===== config.mk =====
export PLATFORM = sky130hd
export DESIGN_NAME = state_dump_unit
export DESIGN_NICKNAME = d
export VERILOG_FILES = /design/src/rtl/state_dump_pkg.sv /design/src/rtl/dump_out_stage.sv /design/src/rtl/state_dump_unit.sv
export SDC_FILE = /design/constraint.sdc
export NUM_CORES = 1
export LEC_CHECK = 0
export BUFFER_PORTS_ARGS = -buffer_cell sky130_fd_sc_hd__buf_4
export CAP_MARGIN = 30
export CELL_PAD_IN_SITES_DETAIL_PLACEMENT = 1
export CELL_PAD_IN_SITES_GLOBAL_PLACEMENT = 1
export CORE_MARGIN = 10
export CORE_UTILIZATION = 30
export CTS_BUF_LIST = sky130_fd_sc_hd__clkbuf_8
export CTS_CLUSTER_SIZE = 20
export DETAILED_ROUTE_END_ITERATION = 12
export GPL_ROUTABILITY_DRIVEN = 1
export GPL_TIMING_DRIVEN = 1
export PLACE_DENSITY = 0.72
export SLEW_MARGIN = 25
export SYNTH_ARGS = -nofsm -noshare
export SYNTH_HDL_FRONTEND = slang
export SYNTH_HIERARCHICAL = 1
export SYNTH_SLANG_ARGS = --single-unit

===== constraint.sdc =====
create_clock -name clk -period 1.9 [get_ports clk]
set_input_delay 0.095 -clock clk [delete_from_list [all_inputs] [get_ports clk]]
set_output_delay 0.095 -clock clk [all_outputs]
set_load 0.005 [all_outputs]

===== src/rtl/state_dump_pkg.sv =====
// Shared constants for the end-of-run state dump: FSM states, record tags and halt causes.
package state_dump_pkg;

   typedef logic [1:0] state_t;

   localparam state_t RUN      = 2'd0;
   localparam state_t DUMP_REG = 2'd1;
   localparam state_t DUMP_MEM = 2'd2;
   localparam state_t DONE     = 2'd3;

   localparam logic [1:0] TAG_PC  = 2'd0;
   localparam logic [1:0] TAG_REG = 2'd1;
   localparam logic [1:0] TAG_MEM = 2'd2;

   localparam logic [1:0] CAUSE_NONE      = 2'd0;
   localparam logic [1:0] CAUSE_ZERO_INST = 2'd1;
   localparam logic [1:0] CAUSE_TIMEOUT   = 2'd2;

   localparam int NUM_REGS = 32;

endpackage


===== src/rtl/dump_out_stage.sv =====
// Single-register valid/ready output stage for dump records.
module dump_out_stage
   import state_dump_pkg::*;
(
   input  logic        clk,
   input  logic        reset,
   input  logic        load_en,
   input  logic [1:0]  load_tag,
   input  logic [31:0] load_data,
   input  logic        load_last,
   input  logic        out_ready,
   output logic        can_load,
   output logic        out_valid,
   output logic [1:0]  out_tag,
   output logic [31:0] out_data,
   output logic        out_last
);

   assign can_load = !out_valid || out_ready;

   // A free or draining slot takes the new record; with nothing offered, valid simply drops.
   always_ff @(posedge clk or posedge reset) begin
      if (reset) begin
         out_valid <= 1'b0;
         out_tag   <= TAG_PC;
         out_data  <= 32'd0;
         out_last  <= 1'b0;
      end else if (can_load) begin
         out_valid <= load_en;
         if (load_en) begin
            out_tag  <= load_tag;
            out_data <= load_data;
            out_last <= load_last;
         end
      end
   end

endmodule


===== src/rtl/state_dump_unit.sv =====
// Halts the machine on a zero instruction or timeout, then streams all registers and a memory window.
// Optional PC trace records during RUN are enabled by defining STATE_DUMP_PC_TRACE_EN.
module state_dump_unit
   import state_dump_pkg::*;
#(
   parameter logic [31:0] MEM_BASE       = 32'h4000,
   parameter int          MEM_WORDS      = 4,
   parameter int          TIMEOUT_CYCLES = 64
) (
   input  logic        clk,
   input  logic        reset,
   input  logic [31:0] inst,
   input  logic [31:0] pc,
   output logic        halt_req,
   output logic [4:0]  rf_raddr,
   input  logic [31:0] rf_rdata,
   output logic [31:0] mem_raddr,
   input  logic [7:0]  mem_rdata,
   output logic        out_valid,
   input  logic        out_ready,
   output logic [1:0]  out_tag,
   output logic [31:0] out_data,
   output logic        out_last,
   output logic [1:0]  halt_cause,
   output logic        done
`ifdef STATE_DUMP_PC_TRACE_EN
   ,
   output logic        trace_overflow
`endif
);

   localparam logic [8:0]  LAST_MEM     = 9'(MEM_WORDS - 1);
   localparam logic [8:0]  LAST_REG     = 9'(NUM_REGS - 1);
   localparam logic [31:0] TIMEOUT_LAST = 32'(TIMEOUT_CYCLES - 1);

   state_t      state;
   logic [31:0] count;
   logic [8:0]  index;
   logic        zero_inst;
   logic        timeout;
   logic        can_load;
   logic        load_en;
   logic [1:0]  load_tag;
   logic [31:0] load_data;
   logic        load_last;

   assign zero_inst = (inst == 32'd0);
   assign timeout   = (count == TIMEOUT_LAST);
   assign rf_raddr  = (state == DUMP_REG) ? index[4:0] : 5'd0;
   assign mem_raddr = MEM_BASE + {23'd0, index};

   // Index runs one past the last byte in DUMP_MEM, which stops further loads until the final handshake.
   always_comb begin
      load_en   = 1'b0;
      load_tag  = TAG_REG;
      load_data = 32'd0;
      load_last = 1'b0;
      case (state)
         RUN: begin
`ifdef STATE_DUMP_PC_TRACE_EN
            load_en   = 1'b1;
            load_tag  = TAG_PC;
            load_data = pc;
`endif
         end
         DUMP_REG: begin
            load_en   = 1'b1;
            load_tag  = TAG_REG;
            load_data = rf_rdata;
         end
         DUMP_MEM: begin
            load_en   = (index <= LAST_MEM);
            load_tag  = TAG_MEM;
            load_data = {24'd0, mem_rdata};
            load_last = (index == LAST_MEM);
         end
         default: ;
      endcase
   end

   always_ff @(posedge clk or posedge reset) begin
      if (reset) begin
         state      <= RUN;
         count      <= 32'd0;
         index      <= 9'd0;
         halt_req   <= 1'b0;
         halt_cause <= CAUSE_NONE;
         done       <= 1'b0;
      end else begin
         case (state)
            RUN: begin
               count <= count + 32'd1;
               if (zero_inst || timeout) begin
                  state      <= DUMP_REG;
                  halt_req   <= 1'b1;
                  index      <= 9'd0;
                  halt_cause <= zero_inst ? CAUSE_ZERO_INST : CAUSE_TIMEOUT;
               end
            end
            DUMP_REG: begin
               if (can_load) begin
                  if (index == LAST_REG) begin
                     index <= 9'd0;
                     state <= DUMP_MEM;
                  end else begin
                     index <= index + 9'd1;
                  end
               end
            end
            DUMP_MEM: begin
               if (can_load && load_en)
                  index <= index + 9'd1;
               if (out_valid && out_ready && out_last) begin
                  state <= DONE;
                  done  <= 1'b1;
               end
            end
            default: ;
         endcase
      end
   end

`ifdef STATE_DUMP_PC_TRACE_EN
   always_ff @(posedge clk or posedge reset) begin
      if (reset)
         trace_overflow <= 1'b0;
      else if (state == RUN && !can_load)
         trace_overflow <= 1'b1;
   end
`else
   logic unused_pc;
   assign unused_pc = ^pc;
`endif

   dump_out_stage u_out_stage (
      .clk       (clk),
      .reset     (reset),
      .load_en   (load_en),
      .load_tag  (load_tag),
      .load_data (load_data),
      .load_last (load_last),
      .out_ready (out_ready),
      .can_load  (can_load),
      .out_valid (out_valid),
      .out_tag   (out_tag),
      .out_data  (out_data),
      .out_last  (out_last)
   );

endmodule


# --- Word level (Yosys, flattened, before mapping) ---
# Cells that the tools add are included.
word_totals:
  wordCells: 54
  register_bits: 83
  inputBits: 107
op_classes:
  mux: 16
  reduce_logical: 14
  order_cmp: 1
  n_eq_ne: 10
  n_addsub: 3
op_table:
  columns: ["operator", "n"]
  rows:
  - ["$pmux W32 S2", 1]
  - ["$mux W9", 4]
  - ["$add A32 B1 Y32 const B", 1]
  - ["$eq A32 B6 Y1 const B", 1]
  - ["$logic_not A32 Y1", 1]
  - ["$pmux W9 S3", 1]
  - ["$add A15 B9 Y16 const A", 1]
  - ["$mux W2", 6]
  - ["$add A9 B1 Y9 const B", 1]
  - ["$eq A9 B2 Y1 const B", 1]
  - ["$eq A9 B5 Y1 const B", 1]
  - ["$le A9 B2 Y1 const B", 1]
  - ["$ne A2 B2 Y1 const B", 4]
  - ["$pmux W2 S3", 1]
  - ["$reduce_and A2 Y1", 3]
  - ["$mux W5", 1]
  - ["$reduce_and A5 Y1", 1]
  - ["$reduce_and A4 Y1", 1]
  - ["$logic_and A1 B1 Y1", 3]
  - ["$reduce_bool A3 Y1", 1]
  - ["$eq A2 B1 Y1 const B", 1]
  - ["$eq A2 B2 Y1 const B", 1]
  - ["$logic_not A2 Y1", 1]
  - ["$logic_or A1 B1 Y1", 2]
  - ["4 further kinds", 4]

# --- Logic depth before layout (Yosys ltp) ---
# Gate-level depths: netlist of the first run.
logic_depth:
  depth_word: 5
  mapped_depth: 9

# --- Cells and area by module ---
# Netlist of the first run, hierarchy kept.
by_module_without_submodules:
  columns: ["module", "seq_area_each_um2", "area_per_inst_um2", "instances", "cells_per_inst"]
  rows:
  - ["state_dump_unit", 1176.1, 2851.5, 1, 301]
  - ["dump_out_stage", 900.9, 1476.4, 1, 78]

# --- Worst setup path before layout of the first run ---
# No wires, ideal clock.
synth_timing:
  kind: "reg2reg"
  from: "register state[0]"
  to: "register index[6]"
  arrival_time_ns: 2.046
  t_required_ns: 1.790
  path_slack_ns: -0.256
  stages_incl_launch_ff: 10
  n_path_buf: 1
  setup_time_ns: 0.110
  path_cell_list: "dfrtp_1 inv_1 ha_1 nor4b_2 a31oi_1 nor2b_2 a21oi_2 or2_1 buf_6 o41ai_1"
synth_via:
  elab_chain_cells: 5
  elab_cells_between_ends: 11
synth_lines:
  columns: ["item", "line", "text"]
  rows:
  - ["start, declared", "state_dump_unit.sv:36", "state_t state;"]
  - ["start signal, assigned", "state_dump_unit.sv:83", "state <= RUN;"]
  - ["start signal, assigned", "state_dump_unit.sv:94", "state <= DUMP_REG;"]
  - ["start signal, assigned", "state_dump_unit.sv:104", "state <= DUMP_MEM;"]
  - ["$eq A2 B2 Y1 / $eq A2 B1 Y1 (equally long branches)", "state_dump_unit.sv:58", "case (state)"]
  - ["$pmux W1 S2 *", "state_dump_unit.sv:58", null]
  - ["net load_en", "state_dump_unit.sv:42", "logic load_en;"]
  - ["$logic_and A1 B1 Y1 *", "state_dump_unit.sv:111", "if (can_load && load_en)"]
  - ["$ne A2 B2 Y1 (no source line) *", null, null]
  - ["$reduce_and A4 Y1 (no source line) *", null, null]
  - ["end signal, assigned", "state_dump_unit.sv:106", "index <= index + 9'd1;"]
  - ["end signal, assigned", "state_dump_unit.sv:112", "index <= index + 9'd1;"]
  - ["end, declared", "state_dump_unit.sv:38", "logic [8:0] index;"]
# The timed path passes the listed nets; every way through them passes the cells marked *.
# A chain may end at the register's enable or synchronous reset.

# --- Final worst setup path of the first run ---
layout_timing:
  from: "register count[19]"
  to: "register index[8]"
layout_via:
  elab_chain_cells: 4
layout_lines:
  columns: ["item", "line", "text"]
  rows:
  - ["start, declared", "state_dump_unit.sv:37", "logic [31:0] count;"]
  - ["start signal, assigned", "state_dump_unit.sv:92", "count <= count + 32'd1;"]
  - ["$eq A32 B6 Y1", "state_dump_unit.sv:48", "assign timeout = (count == TIMEOUT_LAST);"]
  - ["$logic_or A1 B1 Y1", "state_dump_unit.sv:93", "if (zero_inst || timeout) begin"]
  - ["$ne A2 B2 Y1 (no source line)", null, null]
  - ["$reduce_and A4 Y1 (no source line)", null, null]
# No other way between the ends.

==> results.sh, run 1 <==
export IMPL_violations="setup timing"
export IMPL_antenna_found_initial=0
export IMPL_worstRegToRegCells=7
export IMPL_cts_tree="done"
export IMPL_dpl_hpwl_um=10300
export IMPL_clock_latency_ns=0.37
export IMPL_fin_ws_ns=-0.135
export IMPL_final_setup_viol_count=53
export IMPL_die_width_um=140
export IMPL_slew_viol_final=0
export IMPL_dieArea_mm2=0.0196
export IMPL_fin_total_pwr_mw=8.40
export IMPL_finalNetCount=700
export IMPL_drtIter0Drc=105
export IMPL_relSlewSlack=0.582
export IMPL_cp_max_fo=9
export IMPL_cp_required_ns=2.14
export IMPL_coreArea_mm2=0.0140
export IMPL_grt_use_total=0.138
export IMPL_maxCapViolCount=0
export IMPL_synth_ff_type="dfrtp_1"
export IMPL_routed_via_count=3709
export IMPL_rows=43
export IMPL_min_from="out_ready"
export IMPL_power_leakage_nw=3.53
export IMPL_hold_end="done"
export IMPL_start_util=0.309
export IMPL_reg2reg_slack_ns=-0.13
export IMPL_drt_total_wl_um=14400
export IMPL_min_path_cells=3
export IMPL_timing_rr_end="index[8]"
export IMPL_wire_per_inst_um=18.7
export IMPL_io_buffer_count=128
export IMPL_worst_slew_pin_slew_ns=0.627
export IMPL_ant_nets=0
export IMPL_diodes=0
export IMPL_fin_worst_skew_ns=0.00976
export IMPL_synth_seq_area_share=0.480
export IMPL_drcViolationCount=0
export IMPL_grt_pass1_wl_um=22300
export IMPL_outcome="finished, violations left"
export IMPL_ys_ff_latch=83
export IMPL_grt_ovfl_total=0
export IMPL_synth_async_reset_ratio=1.00
export IMPL_cts_root_buf="clkbuf_8"
export IMPL_rr_startpoint="count[19]"
export IMPL_finish_utilization=0.481
export IMPL_drive_gt1_frac=0.547
export IMPL_startpoint_type="flop"
export IMPL_hold_path_class="in2reg"
export IMPL_grt_pass1_vias=4143
export IMPL_cts_buffers=9
export IMPL_hold_violations=0
export IMPL_yosysUniqueCellTypes=46
export IMPL_cts_buffer_depth=2
export IMPL_power_density_mw_per_mm2=1250
export IMPL_synthCells=379
export IMPL_firstDrtPassIters=4
export IMPL_ir_worst_vdd_mv=0.719
export IMPL_ys_warn_count=6
export IMPL_max_freq_mhz=491
export IMPL_grt_max_degree=48
export IMPL_fillCellCount=1500
export IMPL_syn2layout_area_growth_pct=55.4
export IMPL_cp_startpoint="count[19]"
export IMPL_rsz0062_at_grt="yes"
export IMPL_crit_type="reg2reg"
export IMPL_syn_area_mm2=0.00433
export IMPL_cp_end_kind="flop"
export IMPL_h_tree_depth=3
export IMPL_clkTransAtPathRegs_ns=0.09
export IMPL_period_needed_ns=2.03
export IMPL_num_io_pins=184
export IMPL_syn_avg_cell_area_um2=11.4
export IMPL_cts_sinks=83
export IMPL_crit_arrival_ns=2.27
export IMPL_synth_edf_count=0
export IMPL_die_h_um=140
export IMPL_place_congestion=0.805
export IMPL_vias_per_cell=4.80
export IMPL_fin_crit_sh=1.07
report_power, final:
part,total [mW],internal [mW],switching [mW]
sequential,2.39,2.14,0.252
clock,1.28,0.602,0.682
combinational,4.73,2.53,2.20
total,8.40,5.27,3.13
area by class of cell:
type | instances | area (um^2) | area share
Clock inverter | 7 | 68.8 | 0.0102
Inverter | 9 | 33.8 | 0.00502
Multi-Input combinational cell | 272 | 2460 | 0.367
Sequential cell | 83 | 2080 | 0.309
Tap cell | 180 | 225 | 0.0335
Timing Repair Buffer | 212 | 1730 | 0.257
Clock buffer | 9 | 124 | 0.0184
timing repair:
| action | CTS | global route |
|---|---|---|
| pin swaps | 6 | 24 |
| gates resized for setup | 23 | 60 |
| hold buffers | 1 | 0 |
| cloned | 1 | 3 |
| buffers inserted | 6 | 14 |
| endpoints found under the hold margin | 83 | 0 |
| endpoints found under the setup margin | 54 | 63 |
cells in the mapped netlist (all sizes together) (5+ instances only):
library cell	instances	area [um^2]
nor4	16	106
and2	7	43.8
xnor2	18	158
nand3	16	80.1
ha	6	75.1
buf	30	233
clkbuf	7	26.3
a22o	8	70.1
and3	37	231
nand4	6	37.5
dfrtp	83	2080
nor3	5	25.0
nor2	16	60.1
o21ai	7	35.0
mux2	37	529
inv	9	33.8
o31ai	8	60.1
nand2	17	71.3
xor2	13	114
critical path: stages (launching register included):
cell     delay (ns)
dfrtp_1        0.41
nor4_2         0.31
nand4_1        0.18
nor3_2         0.27
o31ai_2        0.13
buf_6          0.20
o31ai_4        0.27
o41ai_4        0.12
stage by stage:
step | std cells | setup TNS (ns) | hold WS, ns | setup slack, ns | cell area [um^2]
4_1_cts | 756 | -1.01 | 0.0500 | -0.0466 | 6280
3_5_place_dp | 732 | -5.38 | 0.255 | -0.152 | 5890
5_1_grt | 772 | -10.53 | 0.0651 | -0.270 | 6720
6_report | 772 | -3.87 | 0.0704 | -0.135 | 6720
2_1_floorplan | 400 | -0.0483 | 0.262 | -0.0289 | 4480
3_3_place_gp | 732 | -2.82 | 0.246 | -0.122 | 5890
cell families after synthesis:
| logic type | synth area share |
|---|---|
| DFF | 0.480 |
| buffers and inverters | 0.0676 |
| AOI/OAI and AO/OA | 0.0619 |
| xor gates and xnor gates | 0.0627 |
| and+or+nand+nor | 0.184 |
| other | 0.00174 |
| muxes | 0.125 |
| adders and majority gates | 0.0173 |
placed cells by master, fill, tap and decap left out, types with 3 or more instances in the layout:
cell      netlist  layout
nor2_1         16       9
and2_1          7       6
nand2_1        16      14
inv_1           9       6
conb_1          2      23
clkbuf_8        0       9
ha_4            0       3
nor4_1         15      12
nor2_4          0       4
mux2_2          6       6
o31ai_4         0       6
nor2_2          0       3
buf_6           4      11
mux2_4         30      31
nand3_4         0       4
and3_1         37      34
clkinv_2        0       3
nand2b_1        3       3
dfrtp_1        83      83
xnor2_1        18      16
a22o_1          8       8
o21ai_1         4       4
nor2b_1         3       3
nand3_1        16      10
nand4_1         6       6
xor2_1         13      13
and3_4          0       3
buf_4          23     194
nor4_2          1       4
registers in the layout, summed over array words and instances (netlist names):
register and cells:
u_out_stage/out_data 32, u_out_stage/out_tag 2, count 32, state 2, halt_cause 2, done 1, u_out_stage/out_valid 1, index 9
halt_req 1, u_out_stage/out_last 1
layer usage:
layer | global-route usage | wire [um]
met1 | 0.168 | 6230
met4 | 0.0457 | 182
met5 | 0 | 0
met2 | 0.225 | 7100
met3 | 0.0423 | 931
how the worst max path moves through the flow:
stage,endpoint,cells after the start
2_1_floorplan,index[3],9
3_5_place_dp,index[8],6
4_1_cts,count[30],10
5_1_grt,state[0],7
6_report,index[8],7
3_3_place_gp,index[3],6
No activity file was read; power rests on OpenSTA's default activity.
==> run 2, diff against run 1 <==
--- a/config.mk
+++ b/config.mk
@@ -5,7 +5,6 @@
 export SDC_FILE = /design/constraint.sdc
 export NUM_CORES = 1
 export LEC_CHECK = 0
-export BUFFER_PORTS_ARGS = -buffer_cell sky130_fd_sc_hd__buf_4
 export CAP_MARGIN = 30
 export CELL_PAD_IN_SITES_DETAIL_PLACEMENT = 1
 export CELL_PAD_IN_SITES_GLOBAL_PLACEMENT = 1
@@ -14,9 +13,10 @@
 export CTS_BUF_LIST = sky130_fd_sc_hd__clkbuf_8
 export CTS_CLUSTER_SIZE = 20
 export DETAILED_ROUTE_END_ITERATION = 12
+export DONT_BUFFER_PORTS = 1
 export GPL_ROUTABILITY_DRIVEN = 1
 export GPL_TIMING_DRIVEN = 1
-export PLACE_DENSITY = 0.72
+export PLACE_DENSITY = 0.57
 export SLEW_MARGIN = 25
 export SYNTH_ARGS = -nofsm -noshare
 export SYNTH_HDL_FRONTEND = slang
==> run 2 against run 1 <==
  * The run still ends with setup timing left
  * Clock-buffer cell count unchanged
  * Clock power about the same
  * Die area unchanged
  * Combinational power decreased by 15%
  * Cell count decreased by 12%
  * Global-route usage decreased by 0.49 points
  * Non-clock buffer count decreased by 88
  * Highest routed layer unchanged
==> results.sh, run 2 (synthesis gave the netlist of run 1 again) <==
export IMPL_fin_worst_skew_ns=0.0150
export IMPL_place_ws_ns=-0.178
export IMPL_startpoint_type="flop"
export IMPL_final_common_cell="dfrtp_1"
export IMPL_h_tree_depth=3
export IMPL_max_freq_mhz=506
export IMPL_wire_per_inst_um=19.7
export IMPL_diodes=0
export IMPL_place_area_mm2=0.00504
export IMPL_maxCapViolCount=0
export IMPL_die_width_um=140
export IMPL_cts_buffers=9
export IMPL_grt_use_total=0.133
export IMPL_hold_violations=0
export IMPL_firstDrtPassIters=4
export IMPL_cts_root_buf="clkbuf_8"
export IMPL_clock_latency_ns=0.38
export IMPL_reg2reg_slack_ns=-0.07
export IMPL_final_setup_viol_count=41
export IMPL_cp_required_ns=2.16
export IMPL_final_cell_count_no_fill=683
export IMPL_crit_type="reg2reg"
export IMPL_grt_pass1_vias=3816
export IMPL_rows=43
export IMPL_dpl_hpwl_um=9500
export IMPL_worstSetupEndpoint="state[1]"
export IMPL_final_cell_mix="dfrtp_1 (83), buf_4 (80), and3_1 (35)"
export IMPL_routed_via_count=3330
export IMPL_clkTransAtPathRegs_ns=0.09
export IMPL_violations="setup timing"
export IMPL_dieArea_mm2=0.0196
export IMPL_power_leakage_nw=2.99
export IMPL_die_h_um=140
export IMPL_worstRegToRegCells=6
export IMPL_cts_buffer_depth=2
export IMPL_period_needed_ns=1.97
export IMPL_placedCellCount=618
export IMPL_largestRegisters="count (32), u_out_stage/out_data (32), index (9)"
export IMPL_timing_rr_end="state[1]"
export IMPL_drive_gt1_frac=0.386
export IMPL_place_congestion=0.787
export IMPL_cp_startpoint="count[20]"
export IMPL_cp_max_fo=4
export IMPL_drtIter0Drc=83
export IMPL_antenna_found_initial=0
export IMPL_ant_nets=0
export IMPL_grt_ovfl_total=0
export IMPL_drt_total_wl_um=13500
export IMPL_syn2layout_area_growth_pct=39.5
export IMPL_relSlewSlack=0.631
export IMPL_fin_ws_ns=-0.0749
export IMPL_ir_worst_vdd_mv=0.476
export IMPL_slew_viol_final=0
export IMPL_coreArea_mm2=0.0140
export IMPL_grt_pass1_wl_um=21100
export IMPL_cts_tree="done"
export IMPL_grt_max_degree=37
export IMPL_tns_ns=-1.08
export IMPL_final_area_mm2=0.00604
export IMPL_whs_ns=0.0255
export IMPL_fin_crit_sh=1.04
export IMPL_cts_sinks=83
export IMPL_finish_utilization=0.432
export IMPL_power_density_mw_per_mm2=1290
export IMPL_rsz0062_at_grt="yes"
export IMPL_hold_path_class="in2reg"
export IMPL_num_io_pins=184
export IMPL_outcome="finished, violations left"
export IMPL_rr_startpoint="count[20]"
export IMPL_cp_end_kind="flop"
export IMPL_fin_total_pwr_mw=7.81
export IMPL_finalNetCount=611
export IMPL_drcViolationCount=0
export IMPL_worst_slew_pin_slew_ns=0.550
export IMPL_io_buffer_count=0
export IMPL_crit_arrival_ns=2.24
export IMPL_vias_per_cell=4.88
export IMPL_start_util=0.309
## run 2: changes by cell type in the layout (fill, tap and decap cells not counted), moves of 3 or more
cell / before / now
buf_6: 11 / 4
nor2_4: 4 / 1
buf_4: 194 / 80
nand3_4: 4 / 1
dlygate4sd3_1: 1 / 34
nor2_1: 9 / 14
## run 2: area by class of cell
class | instances | area, um^2
fill | 1492 | 7950
clock buffer | 9 | 124
tap | 180 | 225
multi-input combinational | 271 | 2390
timing repair buffer | 124 | 1120
inverter | 9 | 33.8
sequential | 83 | 2080
clock inverter | 7 | 70.1
## run 2: power breakdown
group | internal (mW) | total (mW) | leakage [nW] | switching (mW)
clock | 0.602 | 1.31 | 0.0926 | 0.703
combinational | 2.13 | 4.03 | 1.78 | 1.90
sequential | 2.14 | 2.47 | 1.12 | 0.334
total | 4.87 | 7.81 | 2.99 | 2.94
## run 2: worst min-delay path by stage
stage | slack, ns | to | cells past startpoint | from
2_1_floorplan | 0.26 | u_out_stage/out_data[0] | 1 | reset
3_3_place_gp | -0.02 | count[28] | 1 | reset
3_5_place_dp | -0.02 | count[28] | 1 | reset
4_1_cts | 0.001 | u_out_stage/out_data[6] | 2 | mem_rdata[6]
5_1_grt | 0.007 | u_out_stage/out_data[6] | 2 | mem_rdata[6]
6_report | 0.03 | u_out_stage/out_data[6] | 2 | mem_rdata[6]
## run 2: layer usage
layer  global-route usage  wire [um]  vias to the layer above
met1                0.154       5730                     1654
met4               0.0402        154                        0
met5                    0          0                        -
met3               0.0480        939                       10
met2                0.223       6640                      116
li1                     -          -                     1550
## run 2: critical path, cell delays in order (launching register included)
cell and delay [ns]:
dfrtp_1 0.42, nor4_2 0.31, nand4_1 0.19, nor3_4 0.27, o31ai_4 0.11, a221oi_4 0.23, mux2_4 0.33
## run 2: repair_timing
| item | CTS | global route |
|---|---|---|
| setup endpoints to repair | 55 | 60 |
| gates cloned | 2 | 1 |
| hold buffers | 34 | 0 |
| endpoints found under the hold margin | 110 | 0 |
| pin swaps | 9 | 15 |
| setup buffers | 6 | 6 |
| gates resized for setup | 28 | 34 |
